[src/rtl/mine_placer_if.sv]
// Bus between the mine placer, the game controller and the mine/adjacency boards.
// master: the placer side; slave: the controller/board side.
interface mine_placer_if #(
    parameter int width  = 8,
    parameter int height = 8
);
    localparam int XW = $clog2(width);
    localparam int YW = $clog2(height);
    localparam int CW = $clog2(width * height + 1);

    logic          start;
    logic [15:0]   seed;
    logic [XW-1:0] safeX;
    logic [YW-1:0] safeY;
    logic [XW-1:0] readX;
    logic [YW-1:0] readY;
    logic          readValue;
    logic [XW-1:0] placeX;
    logic [YW-1:0] placeY;
    logic          placeEn;
    logic          busy;
    logic          done;
    logic [CW-1:0] placedCount;

    modport master (
        input  start, seed, safeX, safeY, readValue,
        output readX, readY, placeX, placeY, placeEn, busy, done, placedCount
    );

    modport slave (
        output start, seed, safeX, safeY, readValue,
        input  readX, readY, placeX, placeY, placeEn, busy, done, placedCount
    );
endinterface

[src/rtl/mine_placer.sv]
// Places numMines distinct mines at LFSR-chosen cells, avoiding occupied cells
// and the protected first cell, with one write strobe per mine.
//
// state | meaning
// IDLE  | waiting for start
// GEN   | draw candidate cell from the LFSR
// CHECK | reject out-of-range, protected or already-mined candidate
// PLACE | write strobe to both boards
// DONE  | all mines placed; start re-arms
module mine_placer #(
    parameter int width    = 8,
    parameter int height   = 8,
    parameter int numMines = 10
) (
    input  logic clk,
    input  logic reset,
    mine_placer_if.master bus
);
    localparam int XW = $clog2(width);
    localparam int YW = $clog2(height);
    localparam int CW = $clog2(width * height + 1);
    localparam bit countLegal = (numMines >= 1) && (numMines <= width * height - 1);

    typedef enum logic [2:0] {IDLE, GEN, CHECK, PLACE, DONE} state_t;

    state_t        state;
    logic [15:0]   lfsr;
    logic [15:0]   lfsrNext;
    logic [XW-1:0] candX;
    logic [YW-1:0] candY;
    logic [XW-1:0] safeXq;
    logic [YW-1:0] safeYq;
    logic [CW-1:0] placedCount;
    logic          reject;

    assign lfsrNext = {lfsr[14:0], lfsr[15] ^ lfsr[13] ^ lfsr[12] ^ lfsr[10]};

    // readValue is combinational from the candidate, so it is valid during CHECK
    assign reject = (int'(candX) >= width) || (int'(candY) >= height) ||
                    ((candX == safeXq) && (candY == safeYq)) || bus.readValue;

    always_ff @(posedge clk or posedge reset) begin
        if (reset) begin
            state       <= IDLE;
            lfsr        <= 16'hACE1;
            candX       <= '0;
            candY       <= '0;
            safeXq      <= '0;
            safeYq      <= '0;
            placedCount <= '0;
        end else begin
            case (state)
                IDLE, DONE: begin
                    if (bus.start) begin
                        lfsr        <= (bus.seed == 16'h0000) ? 16'hACE1 : bus.seed;
                        placedCount <= '0;
                        safeXq      <= bus.safeX;
                        safeYq      <= bus.safeY;
                        state       <= countLegal ? GEN : DONE;
                    end
                end
                GEN: begin
                    candX <= lfsr[XW-1:0];
                    candY <= lfsr[XW+YW-1:XW];
                    lfsr  <= lfsrNext;
                    state <= CHECK;
                end
                CHECK: begin
                    state <= reject ? GEN : PLACE;
                end
                PLACE: begin
                    placedCount <= placedCount + 1'b1;
                    state       <= (placedCount + 1'b1 == CW'(numMines)) ? DONE : GEN;
                end
                default: state <= IDLE;
            endcase
        end
    end

    assign bus.readX       = candX;
    assign bus.readY       = candY;
    assign bus.placeX      = candX;
    assign bus.placeY      = candY;
    assign bus.placeEn     = (state == PLACE);
    assign bus.busy        = (state == GEN) || (state == CHECK) || (state == PLACE);
    assign bus.done        = (state == DONE);
    assign bus.placedCount = placedCount;
endmodule

[src/flat_wrapper.sv]
// flat-port wrapper written by rule: the top's interface ports become plain ports
module mine_placer_flat 
#(
    parameter int width    = 8,
    parameter int height   = 8,
    parameter int numMines = 10
)
  (clk, reset, bus_start, bus_seed, bus_safeX, bus_safeY, bus_readValue, bus_readX, bus_readY, bus_placeX, bus_placeY, bus_placeEn, bus_busy, bus_done, bus_placedCount);
  mine_placer_if #(.width(width), .height(height)) bus_i ();
  input  logic clk;
  input  logic reset;
  input wire logic [$bits(bus_i.start)-1:0] bus_start;
  input wire logic [$bits(bus_i.seed)-1:0] bus_seed;
  input wire logic [$bits(bus_i.safeX)-1:0] bus_safeX;
  input wire logic [$bits(bus_i.safeY)-1:0] bus_safeY;
  input wire logic [$bits(bus_i.readValue)-1:0] bus_readValue;
  output wire logic [$bits(bus_i.readX)-1:0] bus_readX;
  output wire logic [$bits(bus_i.readY)-1:0] bus_readY;
  output wire logic [$bits(bus_i.placeX)-1:0] bus_placeX;
  output wire logic [$bits(bus_i.placeY)-1:0] bus_placeY;
  output wire logic [$bits(bus_i.placeEn)-1:0] bus_placeEn;
  output wire logic [$bits(bus_i.busy)-1:0] bus_busy;
  output wire logic [$bits(bus_i.done)-1:0] bus_done;
  output wire logic [$bits(bus_i.placedCount)-1:0] bus_placedCount;
  assign bus_i.start = bus_start;
  assign bus_i.seed = bus_seed;
  assign bus_i.safeX = bus_safeX;
  assign bus_i.safeY = bus_safeY;
  assign bus_i.readValue = bus_readValue;
  assign bus_readX = bus_i.readX;
  assign bus_readY = bus_i.readY;
  assign bus_placeX = bus_i.placeX;
  assign bus_placeY = bus_i.placeY;
  assign bus_placeEn = bus_i.placeEn;
  assign bus_busy = bus_i.busy;
  assign bus_done = bus_i.done;
  assign bus_placedCount = bus_i.placedCount;
  mine_placer #(.width(width), .height(height), .numMines(numMines)) u_core (.clk(clk), .reset(reset), .bus(bus_i));
endmodule
[config.mk]
export PLATFORM = sky130hd
export DESIGN_NAME = mine_placer_flat
export DESIGN_NICKNAME = d
export VERILOG_FILES = /design/src/rtl/mine_placer_if.sv /design/src/rtl/mine_placer.sv /design/src/flat_wrapper.sv
export SDC_FILE = /design/constraint.sdc
export NUM_CORES = 1
export LEC_CHECK = 0
export CORE_MARGIN = 5
export CORE_UTILIZATION = 45
export DETAILED_ROUTE_END_ITERATION = 10
export GPL_TIMING_DRIVEN = 0
export PLACE_DENSITY_LB_ADDON = 0.1
export SKIP_CTS_REPAIR_TIMING = 1
export SYNTH_ARGS = -nofsm -noshare
export SYNTH_HDL_FRONTEND = slang
export SYNTH_SLANG_ARGS = --single-unit
[constraint.sdc]
create_clock -name clk -period 1.7 [get_ports clk]
set_input_delay 0.34 -clock clk [delete_from_list [all_inputs] [get_ports clk]]
set_output_delay 0.34 -clock clk [all_outputs]
set_load 0.01 [all_outputs]
==> impl_results.md <==
- Crit-path slowest cell: clkdlybuf4s50_1
- Most common cell in the synthesized netlist: nand2_1
- Post-Syn Area: 1920 um^2
- Initial DRC Count: 57
- Post-synthesis sequential area ratio: 0.499
- Seq. cell area: 972 um^2
- Final cell count without fillers: 302
- Biggest cell delay along the critical path: 570 ps
- WL/cell: 14.5 um
- #FFs+latches synth: 38
- Crit. path cell count: 1
- Fmax: 609 MHz
- CTS Buf Count: 5
- CTS tree: yes
- Final setup viols: 0
- Count of flip-flops with a built-in enable after synthesis: 0
- Yosys top cell by area: dfrtp_1
- Post-synth cell types: 33
- Critical path arrival: 1300 ps
- Crit-path cells: clkdlybuf4s50_1
- Pleak: 1.24 nW
- Hold Slack: 477 ps
- Req. time, crit path: 1360 ps
- CP Capture Type: output pin
- Antenna-violating nets left: 0
- Die Span Y: 75.4 um
- Tot Pwr: 4.61 mW
- # DRC: 0
- Synth top area share: 0.390
- Multi-input logic area: 875 um^2
- Worst Max-Slew Pin Slew: 776 ps
- Pre-antenna DRT Iters: 4
- Syn_nets: 220
- Post-Place Cells: 289
- Syn Inst Count: 192
- Antenna violations before repair: 0
- P&R area growth vs syn: 37.3%
- Worst Hold Depth: 2
- Worst setup SP type: flop
- Max Clock Skew: 2.90 ps
- Worst min-delay path category: flop to flop
- Clock transition at the registers of the reported paths: 70 ps
- IR drop worst, VDD: 0.897 mV
- Htree depth: 2
- Via density: 5.17
- Vias in the first global route: 1441
- CTS Buffer Depth: 2
- Global-route wire length before repair: 6.77 mm
- WP buf/inv: 1
- Synth top area cells: dfrtp_1 39%, dfstp_2 11%, nand2_1 7.2%
- Final WL: 4.37 mm
- Largest net degree at the start of global routing: 39
- Crit path kind: flop to output pin
- Crit path time final: 1640 ps
- Final Util: 0.646
- Worst Reg-to-Reg Cells: 6
- Outcome: finished, final reports clean
- Initial Util: 0.471
- Row count: 23
- Synth Flop Type: dfrtp_1
- Cell area power density: 1750 nW/um^2
- Share of post-route cells with drive strength above 1: 0.234
- Input/output buffers: 47
- RSZ-0062 raised after global routing: no
- I/O pin total: 48
- Async SR Flop Fraction: 1.00
- Core Footprint: 4090 um^2
- Hpwl dp: 3.06 mm
- GR Util All Layers: 0.158
- Crit path max-delay family: buffers and inverters
- Fin. max-slew vios: 0
- Full die area: 5680 um^2
- GRT overflow: 0
- Clock latency on the worst-skew pair: 290 ps
- Via Count: 1562
- Post-Route Setup TNS: 0 ps
- Slew headroom: 0.482
- Worst-path fanout max: 7
- Die width: 75.4 um
- GP Congestion: 0.759
- Commonest cells post-synth: 37 x nand2_1, 30 x dfrtp_1, 13 x a22oi_1
- CTS sink cnt: 38
- Nets: 279
- Hold Violations, Final: 0
- Clock root buffer: clkbuf_8
- Syn Area/Cell: 10.0 um^2
- Synth Warn #: 0
- Fin crit share: 0.965
- Ant. Diodes: 0
- Fill cell count: 346
- Max-Cap Viols: 0
-- tightest hold or removal path, stage by stage (launching register included) --
cell	delay, ps
dfrtp_1	350
nand2_1	50
nand2_1	50
-- path summary, 6_finish.rpt --
check	from	slack, ps	end
worst min-delay path	u_core.lfsr[4]	480	u_core.lfsr[4]
min in group asynchronous	reset	510	u_core.bus.placedCount[6]
worst max-delay path	u_core.bus.placedCount[0]	60	bus_placedCount[0]
max in group asynchronous	reset	650	u_core.bus.placedCount[1]
worst max register to register	u_core.bus.placedCount[0]	110	u_core.state[0]
worst min register to register	u_core.lfsr[4]	480	u_core.lfsr[4]
-- sequential cells by signal, indices dropped and copies added, names as in the netlist --
register and cells:
u_core.lfsr 16, u_core.bus.placedCount 7, u_core.bus.placeX 3, u_core.bus.placeY 3, u_core.safeXq 3, u_core.safeYq 3, u_core.state 3
-- final cells by class --
| cell class | instances | area share |
|---|---|---|
| flip-flops and latches | 38 | 0.368 |
| well taps | 50 | 0.0237 |
| clock inverters | 2 | 0.00379 |
| plain buffers | 12 | 0.0351 |
| clock buffers | 6 | 0.0275 |
| multi-input cells | 134 | 0.331 |
| repair buffers | 53 | 0.201 |
| inverters | 7 | 0.00995 |
-- placed cells by master (no fill, tap or decap), drive strengths merged, types with 3 or more instances in the layout --
| cell | instances |
|---|---|
| dlymetal6s2s | 8 |
| dfrtp | 30 |
| a22oi | 13 |
| clkbuf | 7 |
| o22ai | 3 |
| xor2 | 8 |
| nand2 | 38 |
| dfstp | 8 |
| buf | 18 |
| inv | 7 |
| mux2 | 10 |
| nand3 | 9 |
| o21ai | 20 |
| clkdlybuf4s50 | 38 |
| nor4 | 5 |
| nor2 | 11 |
| xnor2 | 5 |
-- report_power, final --
part	total, mW	internal [mW]	leakage, nW	switching [mW]
Combinational	2.25	1.22	0.748	1.03
Clock	0.591	0.284	0.0450	0.307
Sequential	1.77	1.39	0.448	0.383
Total	4.61	2.90	1.24	1.72
-- through the flow --
step / setup slack (ps) / instance area (um^2)
floorplan: 131 / 1920
detailed placement: -263 / 2460
finish: 58.9 / 2640
CTS: -472 / 2540
global placement: -329 / 2460
global route: 11.3 / 2640
-- layer usage --
metal / part of all wire / vias up / global-route usage
li1: - / 770 / -
met1: 0.46 / 752 / 0.217
met2: 0.47 / 32 / 0.245
met3: 0.049 / 8 / 0.0290
met4: 0.019 / 0 / 0.0699
met5: 0 / - / 0
-- cell families after synthesis --
group                    count (synthesis)  synth area share
buffers and inverters                   20            0.0637
flip-flops                              38             0.499
multiplexers                            10            0.0644
AND/OR/NAND/NOR                         70             0.177
adder cells (fa/ha/maj)                  2            0.0130
XOR/XNOR                                13            0.0592
AO/OA/AOI/OAI                           39             0.124
No activity file was read; power rests on OpenSTA's default activity.
